$ cat src/rtl/systolic_bin_ctrl.sv
// Sequencer and binarizing drain for an N x N output-stationary PE array.
// Optional ADAPTIVE_THRESH_EN: threshold becomes the snapshot mean (N*N must be a power of two).
module systolic_bin_ctrl #(
  parameter int N   = 4,
  parameter int K_W = 8,
  parameter int Y_W = 32
) (
  input  logic           i_clk,
  input  logic           i_arst,
  input  logic           i_start,
  input  logic [K_W-1:0] i_k,
  input  logic [Y_W-1:0] i_threshold,
  output logic           o_busy,
  output logic           o_done,
  output logic           o_err,
  output logic           o_doProcess,
  output logic [K_W+4:0] o_step,
  output logic [N-1:0]   o_aLaneEn,
  output logic [N-1:0]   o_bLaneEn,
  output logic           o_capture,
  output logic [7:0]     o_rdIdx,
  input  logic [Y_W-1:0] i_ySel,
  output logic           o_pix,
  output logic           o_pixValid,
  input  logic           i_pixReady
);

  localparam int S_W = K_W + 5;
  localparam int T_W = Y_W + 8;

  localparam logic [2:0] ST_IDLE    = 3'd0;
  localparam logic [2:0] ST_COMPUTE = 3'd1;
  localparam logic [2:0] ST_CAPTURE = 3'd2;
  localparam logic [2:0] ST_DRAIN   = 3'd4;
`ifdef ADAPTIVE_THRESH_EN
  localparam logic [2:0] ST_MEAN    = 3'd3;
  localparam int         NN_LOG     = $clog2(N * N);
`endif

  localparam logic [7:0]     LAST_IDX = 8'(N * N - 1);
  localparam logic [S_W-1:0] SKEW     = S_W'(2 * N - 3);

`ifdef ADAPTIVE_THRESH_EN
  if (((N * N) & (N * N - 1)) != 0) begin : g_nn_pow2_chk
    $error("ADAPTIVE_THRESH_EN requires N*N to be a power of two");
  end
`endif

  logic [2:0]     state;
  logic [2:0]     state_nx;
  logic [S_W-1:0] step;
  logic [S_W-1:0] k_ext;
  logic [7:0]     rd_idx;
  logic [K_W-1:0] k_q;
  logic [T_W-1:0] thr_q;
  logic           done_q;
  logic           err_q;
  logic [N-1:0]   lane_en;

  logic start_ok;
  logic start_bad;
  logic in_comp;
  logic in_drain;
  logic last_step;
  logic xfer;
  logic last_xfer;

`ifdef ADAPTIVE_THRESH_EN
  logic [T_W-1:0] sum_q;
  logic [T_W-1:0] sum_nx;
  logic           in_mean;
  assign in_mean = (state == ST_MEAN);
  assign sum_nx  = sum_q + {8'b0, i_ySel};
`endif

  assign start_ok  = (state == ST_IDLE) && i_start && (i_k != '0);
  assign start_bad = (state == ST_IDLE) && i_start && (i_k == '0);
  assign in_comp   = (state == ST_COMPUTE);
  assign in_drain  = (state == ST_DRAIN);
  assign k_ext     = {5'b0, k_q};
  assign last_step = in_comp && (step == k_ext + SKEW);
  assign xfer      = in_drain && i_pixReady;
  assign last_xfer = xfer && (rd_idx == LAST_IDX);

  // Lane r carries real data for steps r .. r+K-1 (diagonal skew).
  always_comb begin
    lane_en = '0;
    for (int r = 0; r < N; r++) begin
      lane_en[r] = (step >= S_W'(r)) && (step < S_W'(r) + k_ext);
    end
  end

  always_comb begin
    state_nx = state;
    case (state)
      ST_IDLE:    if (start_ok) state_nx = ST_COMPUTE;
      ST_COMPUTE: if (last_step) state_nx = ST_CAPTURE;
`ifdef ADAPTIVE_THRESH_EN
      ST_CAPTURE: state_nx = ST_MEAN;
      ST_MEAN:    if (rd_idx == LAST_IDX) state_nx = ST_DRAIN;
`else
      ST_CAPTURE: state_nx = ST_DRAIN;
`endif
      ST_DRAIN:   if (last_xfer) state_nx = ST_IDLE;
      default:    state_nx = ST_IDLE;
    endcase
  end

  always_ff @(posedge i_clk or posedge i_arst) begin
    if (i_arst) begin
      state  <= ST_IDLE;
      step   <= '0;
      rd_idx <= '0;
      k_q    <= '0;
      thr_q  <= '0;
      done_q <= 1'b0;
      err_q  <= 1'b0;
    end else begin
      state  <= state_nx;
      done_q <= last_xfer;
      err_q  <= start_bad;
      if (start_ok) begin
        k_q   <= i_k;
        thr_q <= {8'b0, i_threshold};
      end
      if (start_ok) begin
        step <= '0;
      end else if (in_comp) begin
        step <= step + 1'b1;
      end
      if (state == ST_CAPTURE || last_xfer) begin
        rd_idx <= '0;
      end else if (xfer) begin
        rd_idx <= rd_idx + 8'd1;
`ifdef ADAPTIVE_THRESH_EN
      end else if (in_mean) begin
        rd_idx <= (rd_idx == LAST_IDX) ? 8'd0 : rd_idx + 8'd1;
        if (rd_idx == LAST_IDX) thr_q <= sum_nx >> NN_LOG;
`endif
      end
    end
  end

`ifdef ADAPTIVE_THRESH_EN
  always_ff @(posedge i_clk or posedge i_arst) begin
    if (i_arst) begin
      sum_q <= '0;
    end else if (state == ST_CAPTURE) begin
      sum_q <= '0;
    end else if (in_mean) begin
      sum_q <= sum_nx;
    end
  end
`endif

  assign o_busy      = (state != ST_IDLE);
  assign o_done      = done_q;
  assign o_err       = err_q;
  assign o_doProcess = in_comp || (state == ST_CAPTURE);
  assign o_step      = in_comp ? step : '0;
  assign o_aLaneEn   = in_comp ? lane_en : '0;
  assign o_bLaneEn   = in_comp ? lane_en : '0;
  assign o_capture   = (state == ST_CAPTURE);
  assign o_rdIdx     = rd_idx;
  assign o_pixValid  = in_drain;
  assign o_pix       = in_drain && ({8'b0, i_ySel} >= thr_q);

endmodule

$ cat config.mk
export PLATFORM = sky130hd
export DESIGN_NAME = systolic_bin_ctrl
export DESIGN_NICKNAME = d
export VERILOG_FILES = /design/src/rtl/systolic_bin_ctrl.sv
export SDC_FILE = /design/constraint.sdc
export NUM_CORES = 1
export LEC_CHECK = 0
export CAP_MARGIN = 20
export CORE_AREA = 2 2 100 102
export CTS_BUF_LIST = sky130_fd_sc_hd__clkbuf_2 sky130_fd_sc_hd__clkbuf_4 sky130_fd_sc_hd__clkbuf_8
export DETAILED_ROUTE_END_ITERATION = 10
export DIE_AREA = 0 0 102 104
export PLACE_DENSITY = 0.81
export SYNTH_ARGS = -nofsm -noshare
export SYNTH_HDL_FRONTEND = slang
export SYNTH_SLANG_ARGS = --single-unit
export TNS_END_PERCENT = 20
$ cat constraint.sdc
create_clock -name i_clk -period 3.3 [get_ports i_clk]
set_input_delay 0.33 -clock i_clk [delete_from_list [all_inputs] [get_ports i_clk]]
set_output_delay 0.33 -clock i_clk [all_outputs]
set_load 0.01 [all_outputs]
==> impl_metrics.ini, run 1 <==
[run_status]
status = completed

[clocking]
clock-sinks = 66
clkLatencyLatePin_ns = 0.35
cts_buffer_depth = 2
cts-root-buf = clkbuf_8
clkSlewWorstSetupHoldPaths_ns = 0.08
cts_inserted_buffers = 9
postCtsHoldBufs = 0
tritoncts = built
cts_htree_levels = 3

[synth]
syn_inst = 574
synth.most_common_cell = ha_1
synth.distinct_cells = 50
ys.flop_type = dfrtp_1
synth.largest_area_cell = dfrtp_1
syn_nets = 724
syn_area_sq_mm = 0.00493
async_reset_ff_frac = 1.00
synth_edf_count = 0
synth-seq-area-share = 0.335
ys_ff_latch = 66
synthTopCellsByArea = dfrtp_1, ha_1, o21ai_0
syn_area_per_cell_sq_um = 8.59
ys_warn_count = 0
yosys.area.top_type_share = 0.335
ys_top_cells_by_count = ha_1, nand2_1, dfrtp_1

[sta]
fin_crit_sh = 0.969
drv_slew = 0
min_period_ns = 3.20
tightest_slew_ns = 0.800
skew_ns = 0.0179
hold_viol_final = 0
rsz0062_at_grt = yes
slew_headroom = 0.466
setup_violations = 0
maxClockFrequency_ghz = 0.313

[placed_design]
place.port_buffers = 111
globalplace.congestion = 0.963
place_area_sq_mm = 0.00623
hpwl_um = 9730

[critical_path]
required_ns = 2.97
crit_type = reg -> out
critPathCaptureType = output port
arrival_ns = 2.87
cp-start-kind = flop
worstPathMaxFanout = 5

[grt]
grt_max_degree = 93
grt_antenna_before_repair = 0
grt.overflow.total = 0
gr-usage-all-layers = 0.246
grt_pass1_vias = 4491
grt_pass1_wl_um = 20900

[detailed_routing]
firstDrtPassIters = 5
avgViaCountPerCell = 5.38
finalWirelength_um = 12700
drc = 0
vias = 4451
wire_per_inst_um = 15.3
ant_nets = 0
drtIter0Drc = 216

[die]
die_w_um = 102
die_h_um = 104
ios = 112
core_area_sq_mm = 0.00955
die_area_sq_mm = 0.0106
start_util = 0.517
rows = 36

[pwr]
leakagePower_nw = 2.96
power_density_mw_per_mm2 = 790
power_mw = 5.12
ir_worst_vdd_mv = 0.328

[hold_path]
hold_class = in -> async

[final_layout]
fill_cells = 803
syn_to_final_growth_pct = 31.3
multi_input_comb_area_sq_mm = 0.00298
seqCellArea_sq_mm = 0.00165
final_util = 0.678
fin_area_sq_mm = 0.00648
drive_gt1_frac = 0.0850
layout.nets = 839
antenna_cells = 0

[job]
max_cap_viol_count = 0
-- placed cells by master (no fill, tap or decap), types with 2 or more instances in the layout --
cell type / n
inv_1: 53
or3_1: 7
nor3_1: 6
or4_1: 2
o21a_1: 8
nand2_1: 68
nand4_1: 11
and3_1: 4
dfrtp_1: 64
inv_2: 4
a21o_1: 10
nand2b_1: 4
o21bai_1: 4
dfrtp_2: 2
nor2_1: 40
a21oi_2: 3
a211oi_1: 4
a31oi_1: 3
ha_1: 73
nor4_1: 5
dlygate4sd2_1: 4
nor4_2: 2
nor2b_1: 4
and2_1: 11
xor2_1: 12
clkinv_4: 2
clkdlybuf4s50_1: 105
a21oi_1: 23
nand3b_1: 3
and4_1: 2
o2111ai_1: 2
a221oi_1: 2
buf_4: 19
o21ai_0: 59
nand3_1: 10
clkbuf_8: 10
xnor2_1: 24
-- path summary, 6_finish.rpt --
check | slack, ns | cells past startpoint | end | from
worst min register to register | 0.54 | 1 | thr_q[0]$_DFFE_PP0P_ | thr_q[0]$_DFFE_PP0P_
max in group asynchronous | 2.20 | 3 | k_q[0]$_DFFE_PP0P_ | i_arst
worst min-delay path | 0.44 | 2 | thr_q[0]$_DFFE_PP0P_ | i_arst
worst max register to register | 1.01 | 5 | thr_q[0]$_DFFE_PP0P_ | state[1]$_DFFE_PP0P_
worst max-delay path | 0.10 | 12 | o_aLaneEn[1] | k_q[1]$_DFFE_PP0P_
min in group i_clk | 0.53 | 3 | thr_q[21]$_DFFE_PP0P_ | i_threshold[21]
-- critical path, cell delays in order, from the launching register on --
cell,delay [ns]
dfrtp_2,0.42
buf_4,0.14
ha_4,0.15
inv_1,0.04
or2_2,0.29
xnor2_1,0.13
ha_1,0.30
a21o_1,0.18
a21oi_2,0.17
a21bo_2,0.15
a31oi_1,0.05
nor4_2,0.33
clkbuf_2,0.19
-- kinds of logic (layout without fill, tap and decap cells) --
kind of cell,count (synthesis),after routing,synth area share
fa+ha+maj,74,74,0.188
xor+xnor,36,36,0.0639
simple gates,184,184,0.181
compound gates,129,129,0.158
buf+inv,84,204,0.0720
flops,66,66,0.335
mux,1,1,0.00228
-- power breakdown --
group / internal (mW) / total, mW / switching (mW)
clock network: 0.382 / 0.716 / 0.334
logic: 1.47 / 3.10 / 1.63
registers: 1.10 / 1.30 / 0.206
total: 2.95 / 5.12 / 2.17
-- state kept, by name, summed over array words and instances, names as in the netlist --
signal / flops
k_q: 8
o_err: 1
thr_q: 32
step: 13
state: 3
o_rdIdx: 8
o_done: 1
-- per-stage QoR --
step	hold WS [ns]	setup WS, ns	setup TNS, ns	instances
5_1_grt	0.534	-0.0118	-0.0256	827
2_1_floorplan	0.447	0.315	0	574
3_5_place_dp	0.506	-0.0812	-0.160	809
4_1_cts	0.474	-0.0760	-0.148	827
6_report	0.445	0.102	0	827
3_3_place_gp	0.495	0.0740	0	809
-- layer usage --
metal,part of all wire,vias to the layer above,GRT usage
met4,0.015,0,0.0848
li1,-,2195,-
met3,0.052,18,0.0336
met2,0.50,126,0.420
met1,0.43,2112,0.316
met5,0,-,0
-- cell type report --
class,count,area share
Multi-Input combinational cell,424,0.460
Sequential cell,66,0.255
Timing Repair Buffer,131,0.194
Inverter,57,0.0330
Tap cell,133,0.0257
Clock buffer,11,0.0224
Clock inverter,5,0.00946
-- timing repair --
action	4_1_cts	5_1_grt
setup buffers	2	0
pin swaps	0	1
endpoints found under the setup margin	6	7
resized for setup	11	11
(Power assumes the default switching activity.)
==> run 2: changes to the inputs <==
--- a/config.mk
+++ b/config.mk
@@ -5,11 +5,12 @@
 export SDC_FILE = /design/constraint.sdc
 export NUM_CORES = 1
 export LEC_CHECK = 0
-export CAP_MARGIN = 20
-export CORE_AREA = 2 2 100 102
+export CELL_PAD_IN_SITES_DETAIL_PLACEMENT = 1
+export CELL_PAD_IN_SITES_GLOBAL_PLACEMENT = 1
+export CORE_AREA = 2 2 116 118
 export CTS_BUF_LIST = sky130_fd_sc_hd__clkbuf_2 sky130_fd_sc_hd__clkbuf_4 sky130_fd_sc_hd__clkbuf_8
 export DETAILED_ROUTE_END_ITERATION = 10
-export DIE_AREA = 0 0 102 104
+export DIE_AREA = 0 0 118 120
 export PLACE_DENSITY = 0.81
 export SYNTH_ARGS = -nofsm -noshare
 export SYNTH_HDL_FRONTEND = slang
==> run 2 against run 1 <==
Against the previous run: routed wire length is 19% higher; critical path type unchanged; critical endpoint is now o_bLaneEn[1]; register-to-register slack lost 0.20 ns; first-iteration DRC count shrank 35%; largest power group unchanged; largest cell class unchanged; total power grew 5.3%; global-route usage down 2.5 points; critical path depth did not move.
==> impl_metrics.ini, run 2 (synthesis results as in run 1) <==
[run_status]
status = completed

[grt]
grt.met2_usage = 0.383
grt_pass1_wl_um = 24800
met3_usage = 0.0680
grt_pass1_vias = 5125
grt_antenna_before_repair = 0
grt_use_met1 = 0.252
busiest_layer = met2
grt_max_degree = 33
grt.overflow.total = 0
gr-usage-all-layers = 0.221

[detailed_routing]
vias = 4601
ant_nets = 0
drtIter0Drc = 141
avgViaCountPerCell = 5.26
drc = 0
firstDrtPassIters = 4
finalWirelength_um = 15100
wire_per_inst_um = 17.3

[clocking]
clkSlewWorstSetupHoldPaths_ns = 0.08
clkLatencyLatePin_ns = 0.37
postCtsHoldBufs = 0
clock-sinks = 66
cts-root-buf = clkbuf_8
tritoncts = built
cts_inserted_buffers = 9
cts_buffer_depth = 2
cts_htree_levels = 3

[final_layout]
layout.nets = 844
top_regs = thr_q (32), step (13)
final_cell_mix = clkdlybuf4s50_1, ha_1, nand2_1
regMostFlops = thr_q
final_common_cell = clkdlybuf4s50_1
seqCellArea_sq_mm = 0.00165
drive_gt1_frac = 0.103
largest_reg_flops = 32
antenna_cells = 0
multi_input_comb_area_sq_mm = 0.00302
syn_to_final_growth_pct = 33.8
fill_cells = 1536
final_util = 0.509

[pwr]
leakagePower_nw = 3.00
ir_worst_vdd_mv = 0.302
power_density_mw_per_mm2 = 817

[sta]
maxClockFrequency_ghz = 0.314
tightest_slew_ns = 0.759
drv_slew = 0
finalSetupTns_ns = 0
hold_viol_final = 0
slew_headroom = 0.494
rsz0062_at_grt = yes
skew_ns = 0.00741
setup_violations = 0
fin_crit_sh = 0.965
min_period_ns = 3.18

[die]
core_area_sq_mm = 0.0130
die_w_um = 118
start_util = 0.380
rows = 42
ios = 112
die_h_um = 120
die_area_sq_mm = 0.0142

[hold_path]
hold_class = in -> async

[critical_path]
worstPathMaxFanout = 3
cp-start-kind = flop
critPathCaptureType = output port
required_ns = 2.97
arrival_ns = 2.85
crit_type = reg -> out

[placed_design]
hpwl_um = 11600
place.port_buffers = 111
globalplace.congestion = 0.925

[job]
max_cap_viol_count = 0
==> run 2: cell type report <==
cell class	instances	area share
clock buffer	12	0.0231
clock inverter	4	0.00777
inverter	57	0.0324
multi-input combinational	424	0.458
sequential	66	0.250
tap	176	0.0334
timing repair buffer	136	0.195
==> run 2: report_power, final <==
part           leakage (nW)  internal (mW)  switching (mW)
clock                 0.103          0.387           0.349
combinational          2.05           1.57            1.78
sequential            0.840           1.10           0.209
==> run 2: critical path, stage by stage (launching register included) <==
cell and delay (ns):
dfrtp_1 0.43, ha_4 0.18, inv_1 0.04, or2_2 0.30, xnor2_1 0.13, ha_1 0.29
a21o_1 0.18, a21oi_2 0.16, a21bo_2 0.14, a31oi_1 0.05, nor4_2 0.24, buf_4 0.15
clkdlybuf4s15_2 0.21
==> run 2: metrics by stage <==
stage / hold WS (ns) / power (mW) / cells / area [sq um] / setup slack, ns
5_1_grt: 0.471 / 5.88 / 875 / 6600 / -0.0492
4_1_cts: 0.409 / 5.36 / 874 / 6560 / -0.0682
6_report: 0.406 / 5.39 / 875 / 6600 / 0.115
3_3_place_gp: 0.517 / 4.37 / 856 / 6300 / 0.0186
3_5_place_dp: 0.536 / 4.56 / 856 / 6300 / -0.0458
2_1_floorplan: 0.447 / 3.37 / 574 / 4930 / 0.315
==> run 2: final timing paths <==
check / start / end / slack [ns] / cells after the start
max: k_q[0]$_DFFE_PP0P_ / o_bLaneEn[1] / 0.12 / 12
min: i_arst / thr_q[12]$_DFFE_PP0P_ / 0.41 / 2
max reg2reg: state[1]$_DFFE_PP0P_ / thr_q[0]$_DFFE_PP0P_ / 0.81 / 5
min reg2reg: thr_q[23]$_DFFE_PP0P_ / thr_q[23]$_DFFE_PP0P_ / 0.55 / 2
max in group asynchronous: i_arst / k_q[1]$_DFFE_PP0P_ / 2.12 / 3
min in group i_clk: i_threshold[13] / thr_q[13]$_DFFE_PP0P_ / 0.52 / 3
==> run 2: what timing repair did <==
action                     CTS  global route
setup endpoints to repair    6             9
pin swaps                    2             3
resized for setup           21            17
hold endpoints to repair     0             0
buffers inserted             2             1
==> run 2: routing by layer <==
layer,vias to the layer above,part of all wire
met1,2255,0.42
met3,31,0.055
met5,-,0
li1,2201,-
met4,0,0.028
met2,114,0.50
==> run 3: changes to the inputs <==
--- a/config.mk
+++ b/config.mk
@@ -5,12 +5,14 @@
 export SDC_FILE = /design/constraint.sdc
 export NUM_CORES = 1
 export LEC_CHECK = 0
+export ABC_CLOCK_PERIOD_IN_PS = 3300
 export CELL_PAD_IN_SITES_DETAIL_PLACEMENT = 1
 export CELL_PAD_IN_SITES_GLOBAL_PLACEMENT = 1
 export CORE_AREA = 2 2 116 118
 export CTS_BUF_LIST = sky130_fd_sc_hd__clkbuf_2 sky130_fd_sc_hd__clkbuf_4 sky130_fd_sc_hd__clkbuf_8
 export DETAILED_ROUTE_END_ITERATION = 10
 export DIE_AREA = 0 0 118 120
+export GPL_TIMING_DRIVEN = 0
 export PLACE_DENSITY = 0.81
 export SYNTH_ARGS = -nofsm -noshare
 export SYNTH_HDL_FRONTEND = slang
==> run 3 against run 2 <==
Against the previous run: routed wire length increased by 4.3%; critical path depth grew 1; core utilization increased by 0.82 points; sequential share of layout area decreased by 0.34 points; global-route usage rose by 0.80 points; clock skew rose by 0.0068 ns; first-iteration DRC count fell by 19%; critical endpoint is now o_bLaneEn[3]; largest power group unchanged.
==> impl_metrics.ini, run 3 (synthesis results as in run 1) <==
[sta]
finalSetupTns_ns = 0
skew_ns = 0.0142
slew_headroom = 0.417
drv_slew = 0
rsz0062_at_grt = yes
timing.final.ws_setup_ns = 0.0422
tightest_slew_ns = 0.875
setup_violations = 0
hold_viol_final = 0
fin_crit_sh = 0.987
maxClockFrequency_ghz = 0.307
min_period_ns = 3.26
whs_ns = 0.514

[critical_path]
critPathMaxStageDelay_ns = 0.44
arrival_ns = 2.93
slowest_stage = dfrtp_2
crit_type = reg -> out
cp-start-kind = flop
worstPathMaxFanout = 5
crit_family = compound AO/OA/AOI/OAI gates
critPathCaptureType = output port
path_cells = buf_4 -> ha_2 -> a21oi_2 -> nor2_1 -> xnor2_1 -> ha_1 -> a21o_1 -> a21o_1 -> nor2_1 -> a21oi_1 -> nor4_2 -> buf_4 -> buf_4
critPathMostFrequentCell = buf_4
path_buf_inv = 3
required_ns = 2.97

[final_layout]
final_cell_mix = clkdlybuf4s50_1, ha_1, nand2_1
final_util = 0.517
fill_cells = 1553
top_regs = thr_q (32), step (13)
antenna_cells = 0
syn_to_final_growth_pct = 36.0
final_common_cell = clkdlybuf4s50_1
regMostFlops = thr_q
drive_gt1_frac = 0.114
fin_area_sq_mm = 0.00671
layout.nets = 859
instances_no_fill = 889
largest_reg_flops = 32
multi_input_comb_area_sq_mm = 0.00303
seqCellArea_sq_mm = 0.00166

[placed_design]
hpwl_um = 12000
place_ws_ns = -0.380
globalplace.congestion = 0.868
dp.cells = 861
place.port_buffers = 111
place_area_sq_mm = 0.00627

[die]
rows = 42
start_util = 0.380
die_h_um = 120
ios = 112
die_area_sq_mm = 0.0142
die_w_um = 118
core_area_sq_mm = 0.0130

[grt]
grt_max_degree = 67
grt_pass1_wl_um = 25600
grt_pass1_vias = 5116
grt_antenna_before_repair = 0
gr-usage-all-layers = 0.229
grt.overflow.total = 0

[pwr]
leakagePower_nw = 3.05
power_mw = 5.68
ir_worst_vdd_mv = 0.246
power_density_mw_per_mm2 = 847

[clocking]
clock-sinks = 66
cts_htree_levels = 3
tritoncts = built
cts_inserted_buffers = 9
clkLatencyLatePin_ns = 0.36
cts_buffer_depth = 2
clkSlewWorstSetupHoldPaths_ns = 0.08
postCtsHoldBufs = 0
cts-root-buf = clkbuf_8

[detailed_routing]
vias = 4645
drc = 0
firstDrtPassIters = 4
avgViaCountPerCell = 5.22
drtIter0Drc = 114
finalWirelength_um = 15700
wire_per_inst_um = 17.7
ant_nets = 0

[run_status]
status = completed

[job]
max_cap_viol_count = 0

[hold_path]
hold_class = in -> async
[run 3: cell count changes in the layout (fill, tap and decap cells not counted), sizes merged, moves of 2 or more]
cell / previous run / this run
buf: 27 / 37
clkinv: 2 / 0
dlymetal6s2s: 2 / 0
clkbuf: 13 / 21
[run 3: where the power goes]
part / internal, mW / total (mW) / leakage (nW) / switching [mW]
clock network: 0.480 / 0.814 / 0.117 / 0.333
logic: 1.70 / 3.55 / 2.10 / 1.85
registers: 1.10 / 1.32 / 0.837 / 0.220
[run 3: metal layers]
layer / GRT usage / vias to the layer above / routed length [um]
li1: - / 2230 / -
met1: 0.267 / 2290 / 6470
met2: 0.415 / 100 / 8190
met3: 0.0456 / 25 / 733
met4: 0.0813 / 0 / 346
met5: 0 / - / 0
[run 3: area by class of cell]
class	count	area share
Timing Repair Buffer	125	0.179
Multi-Input combinational cell	424	0.452
Clock buffer	13	0.0248
Buffer	26	0.0237
Inverter	57	0.0323
Clock inverter	2	0.00895
Sequential cell	66	0.247
Tap cell	176	0.0328
[run 3: path summary, 6_finish.rpt]
check,start,to,slack (ns),depth (start not counted)
max in group asynchronous,i_arst,k_q[1]$_DFFE_PP0P_,2.17,2
setup / recovery,k_q[1]$_DFFE_PP0P_,o_bLaneEn[3],0.04,13
min in group i_clk,i_threshold[6],thr_q[6]$_DFFE_PP0P_,0.52,3
setup reg to reg,k_q[2]$_DFFE_PP0P_,state[1]$_DFFE_PP0P_,0.99,10
hold reg to reg,thr_q[4]$_DFFE_PP0P_,thr_q[4]$_DFFE_PP0P_,0.55,2
hold / removal,i_arst,thr_q[12]$_DFFE_PP0P_,0.51,2
[run 3: what timing repair did]
| item | in CTS | in global routing |
|---|---|---|
| setup buffers | 11 | 3 |
| pin swaps | 7 | 11 |
| resized for setup | 39 | 14 |
| setup endpoints to repair | 9 | 8 |
